<file path="src/rtl/width_variant_arb_pkg.sv">
// Shared types and helpers for the frame-granular round-robin stream arbiter.
package width_variant_arb_pkg;

   typedef enum logic {
      IDLE,
      LOCKED
   } arb_state_t;

   localparam logic RST_ACTIVE = 1'b0;

   // Source-index width never collapses to zero bits, even for a single requester.
   function automatic int clog2_min1(input int n);
      return (n <= 2) ? 1 : $clog2(n);
   endfunction

endpackage

</file>
<file path="src/rtl/width_variant_stream_arb_pick.sv">
// Round-robin pick: first set request at or above ptr, wrapping to the bottom.
module rr_priority_pick #(
   parameter int INPUTS = 2,
   parameter int SRC_W  = 1
) (
   input  logic [INPUTS-1:0] req,
   input  logic [SRC_W-1:0]  ptr,
   output logic              any,
   output logic [SRC_W-1:0]  idx
);

   logic [2*INPUTS-1:0] dbl;
   logic [2*INPUTS-1:0] masked;
   logic                found;

   assign dbl = {req, req};

   // The lower copy is masked below ptr, so the upper copy supplies the wrap-around.
   always_comb begin
      masked = '0;
      any    = |req;
      idx    = '0;
      found  = 1'b0;
      for (int i = 0; i < 2 * INPUTS; i++) begin
         masked[i] = dbl[i] && ((i >= INPUTS) || (i >= int'(ptr)));
      end
      for (int i = 0; i < 2 * INPUTS; i++) begin
         if (!found && masked[i]) begin
            found = 1'b1;
            idx   = SRC_W'(i % INPUTS);
         end
      end
   end

endmodule

</file>
<file path="src/rtl/width_variant_stream_arb.sv">
// Frame-granular round-robin arbiter feeding one registered output stage.
module width_variant_stream_arb
   import width_variant_arb_pkg::*;
#(
   parameter  int DATA_WIDTH = 2,
   parameter  int INPUTS     = 2,
   localparam int SRC_W      = clog2_min1(INPUTS)
) (
   input  logic                         clk,
   input  logic                         rst_n,
   input  logic [INPUTS-1:0]            en,
   input  logic [INPUTS*DATA_WIDTH-1:0] dataIn_data,
   input  logic [INPUTS-1:0]            dataIn_last,
   input  logic [INPUTS-1:0]            dataIn_vld,
   output logic [INPUTS-1:0]            dataIn_rd,
   output logic [DATA_WIDTH-1:0]        dataOut_data,
   output logic                         dataOut_last,
   output logic [SRC_W-1:0]             dataOut_src,
   output logic                         dataOut_vld,
   input  logic                         dataOut_rd
);

   arb_state_t             state_q, state_d;
   logic [SRC_W-1:0]       owner_q, owner_d;
   logic [SRC_W-1:0]       ptr_q, ptr_d;
   logic [SRC_W-1:0]       pick;
   logic [SRC_W-1:0]       sel;
   logic [SRC_W-1:0]       sel_next;
   logic [INPUTS-1:0]      cand;
   logic                   any;
   logic                   can_load;
   logic                   accept;
   logic                   sel_last;
   logic [DATA_WIDTH-1:0]  sel_data;

   assign cand     = dataIn_vld & en;
   assign can_load = !dataOut_vld || dataOut_rd;
   assign sel      = (state_q == LOCKED) ? owner_q : pick;
   assign sel_data = dataIn_data[int'(sel)*DATA_WIDTH +: DATA_WIDTH];
   assign sel_last = dataIn_last[sel];
   assign sel_next = (int'(sel) == INPUTS - 1) ? '0 : sel + SRC_W'(1);
   assign accept   = |(dataIn_rd & dataIn_vld);

   rr_priority_pick #(
      .INPUTS (INPUTS),
      .SRC_W  (SRC_W)
   ) u_pick (
      .req (cand),
      .ptr (ptr_q),
      .any (any),
      .idx (pick)
   );

   always_ff @(posedge clk) begin
      if (rst_n == RST_ACTIVE) begin
         state_q <= IDLE;
         owner_q <= '0;
         ptr_q   <= '0;
      end else begin
         state_q <= state_d;
         owner_q <= owner_d;
         ptr_q   <= ptr_d;
      end
   end

   // While locked, en is ignored for the owner so an open frame always runs to its last beat.
   always_comb begin
      state_d   = state_q;
      owner_d   = owner_q;
      ptr_d     = ptr_q;
      dataIn_rd = '0;
      case (state_q)
         IDLE: begin
            for (int i = 0; i < INPUTS; i++) begin
               dataIn_rd[i] = any && can_load && (SRC_W'(i) == pick);
            end
         end
         LOCKED: begin
            for (int i = 0; i < INPUTS; i++) begin
               dataIn_rd[i] = can_load && (SRC_W'(i) == owner_q);
            end
         end
         default: state_d = IDLE;
      endcase
      if (rst_n == RST_ACTIVE) begin
         dataIn_rd = '0;
      end
      if (accept) begin
         if (sel_last) begin
            state_d = IDLE;
            ptr_d   = sel_next;
         end else begin
            state_d = LOCKED;
            owner_d = sel;
         end
      end
   end

   always_ff @(posedge clk) begin
      if (rst_n == RST_ACTIVE) begin
         dataOut_vld  <= 1'b0;
         dataOut_data <= '0;
         dataOut_last <= 1'b0;
         dataOut_src  <= '0;
      end else if (accept) begin
         dataOut_vld  <= 1'b1;
         dataOut_data <= sel_data;
         dataOut_last <= sel_last;
         dataOut_src  <= sel;
      end else if (dataOut_rd) begin
         dataOut_vld  <= 1'b0;
      end
   end

endmodule

</file>
<file path="config.mk">
export PLATFORM = sky130hd
export DESIGN_NAME = width_variant_stream_arb
export DESIGN_NICKNAME = d
export VERILOG_FILES = /design/src/rtl/width_variant_arb_pkg.sv /design/src/rtl/width_variant_stream_arb_pick.sv /design/src/rtl/width_variant_stream_arb.sv
export SDC_FILE = /design/constraint.sdc
export NUM_CORES = 1
export LEC_CHECK = 0
export CAP_MARGIN = 20
export CORE_AREA = 3 3 40 42
export DETAILED_ROUTE_END_ITERATION = 12
export DIE_AREA = 0 0 43 45
export DONT_BUFFER_PORTS = 1
export GPL_TIMING_DRIVEN = 0
export HOLD_SLACK_MARGIN = 0.03
export SLEW_MARGIN = 20
export SYNTH_ARGS = -nofsm -noshare
export SYNTH_HDL_FRONTEND = slang
export SYNTH_SLANG_ARGS = --single-unit
</file>
<file path="constraint.sdc">
create_clock -name clk -period 2.2 [get_ports clk]
set_clock_uncertainty 0.1 [all_clocks]
set_input_delay 0.22 -clock clk [delete_from_list [all_inputs] [get_ports clk]]
set_output_delay 0.22 -clock clk [all_outputs]
set_load 0.1 [all_outputs]
</file>
==> results of run 1 <==
## Yosys cell counts (2+ instances only)
master   n
nor2_1   4
mux2_4   2
mux2i_1  5
dfxtp_1  8
o31ai_1  2
nand2_1  4
inv_1    2
## registers in the layout (all words and copies together), names as in the netlist
register,count
dataOut_last,1
owner_q,1
ptr_q,1
dataOut_src,1
state_q,1
dataOut_data,2
dataOut_vld,1
## final timing paths
kind / to / slack (ns) / cells after the start
worst max-delay path: dataIn_rd[0] / -0.006 / 3
worst min-delay path: dataOut_data[1]$_SDFFE_PN0P_ / 0.06 / 2
worst max register to register: state_q$_SDFFE_PN0P_ / 0.32 / 5
worst min register to register: ptr_q$_SDFFE_PN0P_ / 0.41 / 2
## logic make-up (layout without fill, tap and decap cells)
kind of cell	after synthesis	count (layout)	synth area share (%)
simple gates	18	18	23.2
flops	8	8	32.6
mux	7	7	16.3
compound gates	12	12	23.9
buf+inv	3	10	4.07
## routing by layer
layer | routed length, um | track usage [%]
met5 | 0 | 0
met4 | 10 | 9.04
met3 | 93 | 4.78
met2 | 449 | 14.7
met1 | 469 | 15.0
## final cells by class
| type | count | share of cell area [%] |
|---|---|---|
| timing repair buffer | 4 | 5.01 |
| sequential | 8 | 28.0 |
| tap | 15 | 3.13 |
| multi-input combinational | 37 | 56.8 |
| clock buffer | 3 | 3.76 |
| buffer | 1 | 2.09 |
| inverter | 2 | 1.25 |
## report_power, final
part           internal (mW)  switching, mW
clock network         0.0623         0.0484
registers              0.158         0.0656
logic                 0.0443         0.0587
## per-stage QoR
stage	TNS, ns	std cells	utilization (%)	cell area (um2)
2_1_floorplan	-0.372	48	-	499
3_3_place_gp	-0.525	63	40.3	518
3_5_place_dp	-0.160	63	40.8	524
4_1_cts	-0.120	67	44.3	569
5_1_grt	-0.0787	70	46.6	599
6_report	-0.00638	70	46.6	599
## what timing repair did
item	CTS	global route
gates cloned	0	0
pin swaps	2	1
hold buffers	0	0
setup endpoints to repair	3	2
hold endpoints to repair	0	0
setup buffers	1	3
resized for setup	6	2
==> load_flow_metrics.sql, run 1 <==
INSERT INTO impl_metrics (metric_group, metric, value, unit) VALUES
('status', 'run_status', 'complete, but fails checks', ''),
('status', 'violations_in_the_final_reports', 'negative setup slack', ''),
('finish', 'multi_input_comb_area', '340', 'um2'),
('die', 'initial_core_util', '38.3', '%'),
('global_routing', 'antenna_found_initial', '0', ''),
('finish', 'finalNetCount', '70', ''),
('clocking', 'clock_tree.buffer_depth', '2', ''),
('die', 'ioPinCount', '20', ''),
('sta', 'max_slew.worst_pin.slew', '1.04', 'ns'),
('die', 'core.rowCount', '13', ''),
('job', 'drv_cap', '0', ''),
('logic_synthesis', 'synth_fp_nets', '61', ''),
('clocking', 'post_cts_clock_slew_at_the_launch_and_capture_registers_of_the_worst_setup_and_hold_paths', '0.06', 'ns'),
('critical_path', 'worst_ep_arrival_time', '1.89', 'ns'),
('critical_path', 'cp-startpoint', 'dataOut_vld$_SDFFE_PN0P_', ''),
('min_path', 'timing.hold.worst.start', 'dataIn_data[3]', ''),
('place', 'port_buffers', '0', ''),
('sta', 'period_share', '100', '%'),
('place', 'hpwl_after_detailed_placement', '737', 'um'),
('logic_synthesis', 'synth_sequential_area_ratio', '32.6', '%'),
('place', 'dp_slack', '-0.0778', 'ns'),
('critical_path', 'top_delay_family_on_crit_path', 'simple AND/OR/NAND/NOR gates', ''),
('global_routing', 'maximum_number_of_pins_on_one_net_before_global_route_repair', '11', ''),
('logic_synthesis', 'synth_top_cell_by_area', 'dfxtp_1', ''),
('critical_path', 'critPathRequiredTime', '1.88', 'ns'),
('pwr', 'power.static_leakage', '0.283', 'nW'),
('logic_synthesis', 'yosys.cell_types.count', '28', ''),
('die', 'die_height', '45', 'um'),
('critical_path', 'path_max_fanout', '3', ''),
('critical_path', 'crit_path_cell_trace', 'or2b_4, nand2_4, nor3b_4', ''),
('clocking', 'root_buffer', 'clkbuf_4', ''),
('drt', 'drtPass1Iterations', '4', ''),
('global_routing', 'grt_pass1_vias', '346', ''),
('global_routing', 'grt.overflow.total', '0', ''),
('logic_synthesis', 'yosysWarningCount', '0', ''),
('critical_path', 'cp.buffers_inverters', '0', ''),
('clocking', 'htreeDepth', '1', ''),
('finish', 'layout.cells.most_common', 'dfxtp_1', ''),
('drt', 'drcViolationCount', '0', ''),
('finish', 'fillerInstances', '134', ''),
('clocking', 'numClockSinks', '8', ''),
('logic_synthesis', 'syn_area_per_cell', '10.2', 'um2'),
('min_path', 'timing.hold.worst.class', 'in -> reg', ''),
('clocking', 'clkLatencyLatePin', '0.25', 'ns'),
('drt', 'avgViaCountPerCell', '5.66', ''),
('sta', 'layout_min_cycle_time', '2.21', 'ns'),
('clocking', 'cts_tree', 'yes', ''),
('critical_path', 'worstSetupStartpointType', 'flip-flop', ''),
('logic_synthesis', 'dominantRegCellSynth', 'dfxtp_1', ''),
('sta', 'hold-worst-slack', '0.0601', 'ns'),
('finish', 'final_cell_mix', 'dfxtp_1 (6), mux2i_1 (5), buf_4 (4)', ''),
('sta', 'timing_max_transition_violations_final', '0', ''),
('die', 'die_width', '43', 'um'),
('logic_synthesis', 'postSynth.asyncResetShare', '0', '%'),
('sta', 'fmax', '453', 'MHz'),
('finish', 'synthToLayoutAreaGrowth', '21.9', '%'),
('logic_synthesis', 'synth_enable_flop_cells', '0', ''),
('pwr', 'peak_supply_drop', '0.323', 'mV'),
('logic_synthesis', 'syn_inst', '48', ''),
('sta', 'timing_hold_violations_final', '0', ''),
('die', 'floorplan.core_area', '0.00128', 'mm2'),
('sta', 'setup_ws', '-0.00638', 'ns'),
('die', 'fp.dieArea', '0.00194', 'mm2'),
('finish', 'share_of_layout_cells_above_drive_strength_1', '38.2', '%'),
('global_routing', 'grt_use_total', '11.5', '%'),
('drt', 'antenna_violating_nets_left', '0', ''),
('place', 'place_congestion', '0.705', ''),
('drt', 'detail_route.wirelength', '1020', 'um'),
('drt', 'drt-wirelength-per-cell', '14.6', 'um'),
('sta', 'report.final.setup_viol', '1', ''),
('clocking', 'cts_inserted_buffers', '3', '');
Power figures use the tool's default switching activity.
==> run 2: changes to the inputs <==
--- a/config.mk
+++ b/config.mk
@@ -12,7 +12,9 @@
 export DONT_BUFFER_PORTS = 1
 export GPL_TIMING_DRIVEN = 0
 export HOLD_SLACK_MARGIN = 0.03
+export MAX_ROUTING_LAYER = met4
 export SLEW_MARGIN = 20
 export SYNTH_ARGS = -nofsm -noshare
 export SYNTH_HDL_FRONTEND = slang
+export SYNTH_HIERARCHICAL = 1
 export SYNTH_SLANG_ARGS = --single-unit
==> run 2 against run 1 <==
Effect of this change: the flow now finishes without violations; wire length down 3.6%; synthesized cell count up 2.1%; non-clock buffer count down 3; sequential cell count unchanged; fmax up 4.0%; register-to-register slack better by 0.11 ns; combinational power down 26%; power down 10%; largest cell class unchanged; largest power group unchanged; highest routed layer unchanged.
==> load_flow_metrics.sql, run 2 <==
INSERT INTO impl_metrics (metric_group, metric, value, unit) VALUES
('logic_synthesis', 'yosys.cell_types.count', '24', ''),
('die', 'die_height', '45', 'um'),
('logic_synthesis', 'synth_top_cell_by_area', 'dfxtp_1', ''),
('logic_synthesis', 'postSynth.asyncResetShare', '0', '%'),
('pwr', 'peak_supply_drop', '0.408', 'mV'),
('sta', 'unrepaired_setup_endpoints_after_global_routing', 'false', ''),
('sta', 'period_share', '96.5', '%'),
('pwr', 'power.static_leakage', '0.190', 'nW'),
('place', 'place_congestion', '0.714', ''),
('clocking', 'htreeDepth', '1', ''),
('logic_synthesis', 'mappedNetlistArea', '459', 'um2'),
('finish', 'seq_area', '164', 'um2'),
('sta', 'max_slew.worst_pin.slew', '1.01', 'ns'),
('finish', 'largest_reg_flops', '2', ''),
('status', 'run_status', 'completed', ''),
('drt', 'detail_route.wirelength', '986', 'um'),
('die', 'core.rowCount', '13', ''),
('global_routing', 'maximum_number_of_pins_on_one_net_before_global_route_repair', '11', ''),
('logic_synthesis', 'postSynthRegisterBits', '8', ''),
('finish', 'fillerInstances', '135', ''),
('clocking', 'root_buffer', 'clkbuf_4', ''),
('finish', 'final_cell_mix', 'dfxtp_1 (7), mux2i_1 (5), nand2_1 (5)', ''),
('sta', 'timing_max_transition_violations_final', '0', ''),
('critical_path', 'worst_ep_arrival_time', '1.80', 'ns'),
('logic_synthesis', 'yosysWarningCount', '6', ''),
('place', 'placed_area', '483', 'um2'),
('finish', 'finalNetCount', '68', ''),
('die', 'die_width', '43', 'um'),
('logic_synthesis', 'syn_area_per_cell', '9.37', 'um2'),
('finish', 'multi_input_comb_area', '299', 'um2'),
('logic_synthesis', 'yosysTopAreaCellShare', '34.9', '%'),
('logic_synthesis', 'dominantRegCellSynth', 'dfxtp_1', ''),
('critical_path', 'critPathRequiredTime', '1.88', 'ns'),
('logic_synthesis', 'netlist_top_cells_count', 'dfxtp_1 (8), mux2i_1 (5), nand2_1 (5)', ''),
('place', 'port_buffers', '0', ''),
('critical_path', 'worstSetupStartpointType', 'flip-flop', ''),
('sta', 'fmax', '471', 'MHz'),
('logic_synthesis', 'post_synth_main_area_contributors', 'dfxtp_1 (35%), mux2i_1 (11%), mux2i_4 (4.9%)', ''),
('sta', 'max_slew_margin', '32.9', '%'),
('finish', 'postLayoutCellArea', '529', 'um2'),
('critical_path', 'worstSetupPathType', 'reg -> out', ''),
('drt', 'drcViolationCount', '0', ''),
('finish', 'insertedDiodeCount', '0', ''),
('sta', 'timing_hold_violations_final', '0', ''),
('pwr', 'power', '393', 'uW'),
('drt', 'drtPass1Iterations', '4', ''),
('finish', 'share_of_layout_cells_above_drive_strength_1', '20.8', '%'),
('finish', 'layout.cells.most_common', 'dfxtp_1', ''),
('place', 'hpwl_after_detailed_placement', '765', 'um'),
('pwr', 'powerDensity', '742', 'mW/mm2'),
('clocking', 'cts_inserted_buffers', '3', ''),
('drt', 'avgViaCountPerCell', '5.50', ''),
('clocking', 'numClockSinks', '8', ''),
('clocking', 'clock_tree.buffer_depth', '2', ''),
('place', 'placed_cells_incl_taps', '64', ''),
('global_routing', 'first_pass_grt_wire_length', '1530', 'um'),
('global_routing', 'grt_pass1_vias', '345', ''),
('sta', 'layout_min_cycle_time', '2.12', 'ns'),
('finish', 'largest_register', 'dataOut_data', ''),
('finish', 'fin_cells', '68', ''),
('drt', 'drt-initial-drc-count', '5', ''),
('logic_synthesis', 'syn_inst', '49', ''),
('logic_synthesis', 'synth_sequential_area_ratio', '34.9', '%'),
('logic_synthesis', 'synth_enable_flop_cells', '0', ''),
('job', 'drv_cap', '0', ''),
('global_routing', 'grt.overflow.total', '0', ''),
('logic_synthesis', 'synth_fp_nets', '62', ''),
('die', 'initial_core_util', '35.7', '%'),
('sta', 'report.final.setup_viol', '0', ''),
('drt', 'drt-wirelength-per-cell', '14.5', 'um'),
('clocking', 'cts_tree', 'yes', ''),
('clocking', 'post_cts_clock_slew_at_the_launch_and_capture_registers_of_the_worst_setup_and_hold_paths', '0.05', 'ns'),
('drt', 'antenna_violating_nets_left', '0', ''),
('finish', 'synthToLayoutAreaGrowth', '15.3', '%'),
('critical_path', 'end_kind', 'primary output', ''),
('logic_synthesis', 'synth.most_common_cell', 'dfxtp_1', ''),
('global_routing', 'antenna_found_initial', '0', ''),
('die', 'floorplan.core_area', '0.00128', 'mm2'),
('die', 'fp.dieArea', '0.00194', 'mm2'),
('clocking', 'clkLatencyLatePin', '0.25', 'ns'),
('critical_path', 'path_max_fanout', '5', ''),
('drt', 'vias', '374', ''),
('die', 'ioPinCount', '20', ''),
('global_routing', 'grt_use_total', '11.3', '%'),
('min_path', 'timing.hold.worst.class', 'in -> reg', '');
## run 2: worst max-delay path: stages, from the launching register on
cell and delay, ns:
dfxtp_4 0.44, or2b_2 0.21, o211ai_1 0.29, nor2_4 0.61
## run 2: kinds of logic (layout without fill, tap and decap cells)
| family | Yosys count | in the layout | share of synthesized area, % |
|---|---|---|---|
| simple gates | 17 | 17 | 21.3 |
| flops | 8 | 8 | 34.9 |
| buf+inv | 3 | 7 | 3.27 |
| mux | 7 | 7 | 19.1 |
| compound gates | 14 | 14 | 21.5 |
## run 2: cell type report
| type | instances | area share [%] |
|---|---|---|
| plain buffers | 1 | 1.42 |
| clock buffers | 3 | 4.26 |
| multi-input cells | 38 | 56.5 |
| flip-flops and latches | 8 | 31.0 |
| well taps | 15 | 3.55 |
| repair buffers | 1 | 1.89 |
| inverters | 2 | 1.42 |
## run 2: where the power goes
part | internal [mW] | switching [mW]
logic | 0.0291 | 0.0471
clock network | 0.0624 | 0.0489
registers | 0.155 | 0.0499
total | 0.247 | 0.146
## run 2: worst paths after layout
kind / startpoint / endpoint / cells after the start / slack [ns]
setup reg to reg: dataOut_vld$_SDFFE_PN0P_ / dataOut_last$_SDFFE_PN0P_ / 4 / 0.43
setup / recovery: dataOut_vld$_SDFFE_PN0P_ / dataIn_rd[0] / 3 / 0.08
hold / removal: dataIn_vld[0] / dataOut_src$_SDFFE_PN0P_ / 2 / 0.05
hold reg to reg: ptr_q$_SDFFE_PN0P_ / ptr_q$_SDFFE_PN0P_ / 2 / 0.39
## run 2: what timing repair did
action                     in CTS  in global routing
gates resized for setup         4                  0
setup endpoints to repair       2                  1
hold endpoints to repair        1                  0
pin swaps                       0                  1
buffers inserted                0                  0
hold buffers                    1                  0
## run 2: through the flow
step / utilization [%] / setup TNS [ns] / setup WS (ns) / hold WS (ns)
floorplan: - / -0.251 / -0.126 / 0.227
global placement: 37.6 / -0.396 / -0.204 / 0.233
detailed placement: 37.6 / -0.400 / -0.205 / 0.234
CTS: 41.2 / 0 / 0.0450 / 0.0522
global route: 41.2 / 0 / 0.0137 / 0.0573
finish: 41.2 / 0 / 0.0780 / 0.0520
## run 2: layer usage
metal | up-vias | share of wire [%] | GRT usage (%)
met5 | - | 0 | -
met4 | 0 | 1.7 | 7.23
met3 | 2 | 10 | 3.98
met2 | 17 | 45 | 18.0
met1 | 162 | 43 | 12.1
li1 | 193 | - | -
==> run 3: changes to the inputs <==
--- a/config.mk
+++ b/config.mk
@@ -6,9 +6,10 @@
 export NUM_CORES = 1
 export LEC_CHECK = 0
 export CAP_MARGIN = 20
-export CORE_AREA = 3 3 40 42
+export CORE_MARGIN = 3
+export CORE_UTILIZATION = 25
+export CTS_BUF_LIST = sky130_fd_sc_hd__clkbuf_4 sky130_fd_sc_hd__clkbuf_8 sky130_fd_sc_hd__clkbuf_16
 export DETAILED_ROUTE_END_ITERATION = 12
-export DIE_AREA = 0 0 43 45
 export DONT_BUFFER_PORTS = 1
 export GPL_TIMING_DRIVEN = 0
 export HOLD_SLACK_MARGIN = 0.03
==> run 3 against run 2 <==
Effect of this change: worst setup slack better by 0.13 ns; highest routed layer unchanged; hold slack worse by 0.0018 ns; non-clock buffer count is 2 higher; count of clock-buffer cells in the layout stayed put; clock power hardly changed; via count is 6.7% higher; cell count is 16% higher; die area is 23% higher; sequential power hardly changed.
==> load_flow_metrics.sql, run 3 (same netlist as run 2, synthesis figures left out) <==
INSERT INTO impl_metrics (metric_group, metric, value, unit) VALUES
('place', 'placed_area', '494', 'um2'),
('clocking', 'post_cts_clock_slew_at_the_launch_and_capture_registers_of_the_worst_setup_and_hold_paths', '0.06', 'ns'),
('sta', 'timing_hold_violations_final', '0', ''),
('sta', 'period_share', '90.5', '%'),
('sta', 'unrepaired_setup_endpoints_after_global_routing', 'false', ''),
('min_path', 'timing.hold.worst.class', 'in -> reg', ''),
('global_routing', 'first_pass_grt_wire_length', '1790', 'um'),
('global_routing', 'grt_pass1_vias', '387', ''),
('job', 'drv_cap', '0', ''),
('drt', 'detail_route.wirelength', '1070', 'um'),
('clocking', 'root_buffer', 'clkbuf_4', ''),
('finish', 'finalNetCount', '70', ''),
('finish', 'insertedDiodeCount', '0', ''),
('global_routing', 'maximum_number_of_pins_on_one_net_before_global_route_repair', '11', ''),
('critical_path', 'path_depth', '4', ''),
('min_path', 'min_delay_path_depth', '2', ''),
('global_routing', 'grt_use_total', '10.0', '%'),
('pwr', 'power.static_leakage', '0.200', 'nW'),
('critical_path', 'path_max_fanout', '5', ''),
('status', 'run_status', 'completed', ''),
('critical_path', 'crit_path_cell_trace', 'or2b_2, o211ai_1, buf_4, nor2_4', ''),
('finish', 'largest_register', 'dataOut_data', ''),
('clocking', 'cts_tree', 'yes', ''),
('sta', 'report.final.setup_viol', '0', ''),
('clocking', 'clkLatencyLatePin', '0.25', 'ns'),
('sta', 'timing_max_transition_violations_final', '0', ''),
('sta', 'max_slew.worst_pin.slew', '0.989', 'ns'),
('pwr', 'powerDensity', '722', 'mW/mm2'),
('global_routing', 'grt.overflow.total', '0', ''),
('finish', 'fillerInstances', '181', ''),
('finish', 'final_cell_mix', 'dfxtp_1 (7), mux2i_1 (5), nand2_1 (5)', ''),
('drt', 'drt-initial-drc-count', '6', ''),
('place', 'hpwl_after_detailed_placement', '804', 'um'),
('finish', 'fin_cells', '79', ''),
('clocking', 'clock_tree.buffer_depth', '2', ''),
('critical_path', 'crit_path_top_delay_cell', 'nor2_4', ''),
('critical_path', 'end_kind', 'primary output', ''),
('critical_path', 'worstReg2RegStart', 'dataOut_vld$_SDFFE_PN0P_', ''),
('sta', 'hold-worst-slack', '0.0502', 'ns'),
('die', 'floorplan.core_area', '0.00161', 'mm2'),
('finish', 'share_of_layout_cells_above_drive_strength_1', '23.6', '%'),
('critical_path', 'worstSetupStartpointType', 'flip-flop', ''),
('critical_path', 'cpPeakStageDelay', '0.49', 'ns'),
('drt', 'drcViolationCount', '0', ''),
('finish', 'postLayoutCellArea', '556', 'um2'),
('drt', 'vias', '399', ''),
('die', 'die_height', '48.9', 'um'),
('global_routing', 'antenna_found_initial', '0', ''),
('clocking', 'htreeDepth', '1', ''),
('finish', 'layout_utilization', '34.5', '%'),
('finish', 'synthToLayoutAreaGrowth', '21.0', '%'),
('drt', 'drt-wirelength-per-cell', '13.5', 'um'),
('sta', 'max_slew_margin', '34.0', '%'),
('sta', 'layout_min_cycle_time', '1.99', 'ns'),
('die', 'ioPinCount', '20', ''),
('critical_path', 'worstSetupPathType', 'reg -> out', ''),
('die', 'die_width', '48.9', 'um'),
('critical_path', 'top_delay_family_on_crit_path', 'simple AND/OR/NAND/NOR gates', ''),
('die', 'core.rowCount', '14', ''),
('finish', 'largest_reg_flops', '2', ''),
('sta', 'fmax', '502', 'MHz'),
('drt', 'antenna_violating_nets_left', '0', ''),
('clocking', 'cts_inserted_buffers', '3', ''),
('critical_path', 'cp-startpoint', 'dataOut_vld$_SDFFE_PN0P_', ''),
('pwr', 'peak_supply_drop', '0.284', 'mV'),
('critical_path', 'worstRegToRegCells', '6', ''),
('critical_path', 'critPathRequiredTime', '1.88', 'ns'),
('place', 'place_congestion', '0.767', ''),
('clocking', 'numClockSinks', '8', ''),
('min_path', 'timing.hold.worst.start', 'dataIn_vld[0]', ''),
('place', 'port_buffers', '0', ''),
('die', 'initial_core_util', '28.5', '%'),
('finish', 'layout.cells.most_common', 'dfxtp_1', ''),
('critical_path', 'cp.buffers_inverters', '1', ''),
('die', 'fp.dieArea', '0.00239', 'mm2'),
('drt', 'drtPass1Iterations', '4', ''),
('drt', 'avgViaCountPerCell', '5.05', ''),
('place', 'placed_cells_incl_taps', '73', ''),
('critical_path', 'worst_ep_arrival_time', '1.67', 'ns');
[run 3: what timing repair did]
action	in CTS	in global routing
buffers inserted	0	2
endpoints found under the hold margin	1	0
setup endpoints to repair	2	2
gates resized for setup	4	0
pin swaps	0	3
hold buffers	1	0
[run 3: final timing paths]
check                                            endpoint  slack [ns]
worst max-delay path                         dataIn_rd[0]        0.21
worst min-delay path             dataOut_src$_SDFFE_PN0P_        0.05
worst max register to register  dataOut_last$_SDFFE_PN0P_        0.44
worst min register to register         ptr_q$_SDFFE_PN0P_        0.40
[run 3: final cells by class]
class | count | area, um2 | area share [%]
multi-input cells | 38 | 299 | 53.8
clock buffers | 3 | 22.5 | 4.05
plain buffers | 1 | 7.51 | 1.35
inverters | 2 | 7.51 | 1.35
repair buffers | 3 | 25.0 | 4.50
flip-flops and latches | 8 | 164 | 29.5
well taps | 24 | 30.0 | 5.41
[run 3: per-layer routing]
| layer | routed length, um | GRT usage, % | up-vias |
|---|---|---|---|
| met1 | 488 | 12.7 | 184 |
| met5 | 0 | - | - |
| met4 | 22 | 5.69 | 0 |
| met2 | 453 | 14.3 | 21 |
| met3 | 102 | 2.75 | 4 |
| li1 | - | - | 190 |
[run 3: through the flow]
stage | TNS (ns) | power (mW) | setup WS (ns)
2_1_floorplan | -0.251 | 0.271 | -0.126
3_3_place_gp | -0.478 | 0.281 | -0.242
3_5_place_dp | -0.449 | 0.282 | -0.231
4_1_cts | 0 | 0.402 | 0.0156
5_1_grt | 0 | 0.422 | 0.168
6_report | 0 | 0.401 | 0.209
[run 3: power breakdown]
group          switching (mW)  leakage, nW  internal (mW)
Combinational          0.0491        0.120         0.0325
Sequential             0.0505       0.0660          0.155
Clock                  0.0515       0.0138         0.0625
[run 3: worst reg2reg max path, cell delays in order (launching register included)]
cell	delay (ns)
dfxtp_4	0.53
or2b_2	0.35
o211ai_1	0.10
buf_4	0.19
buf_4	0.13
nor2_4	0.05
o211a_1	0.20
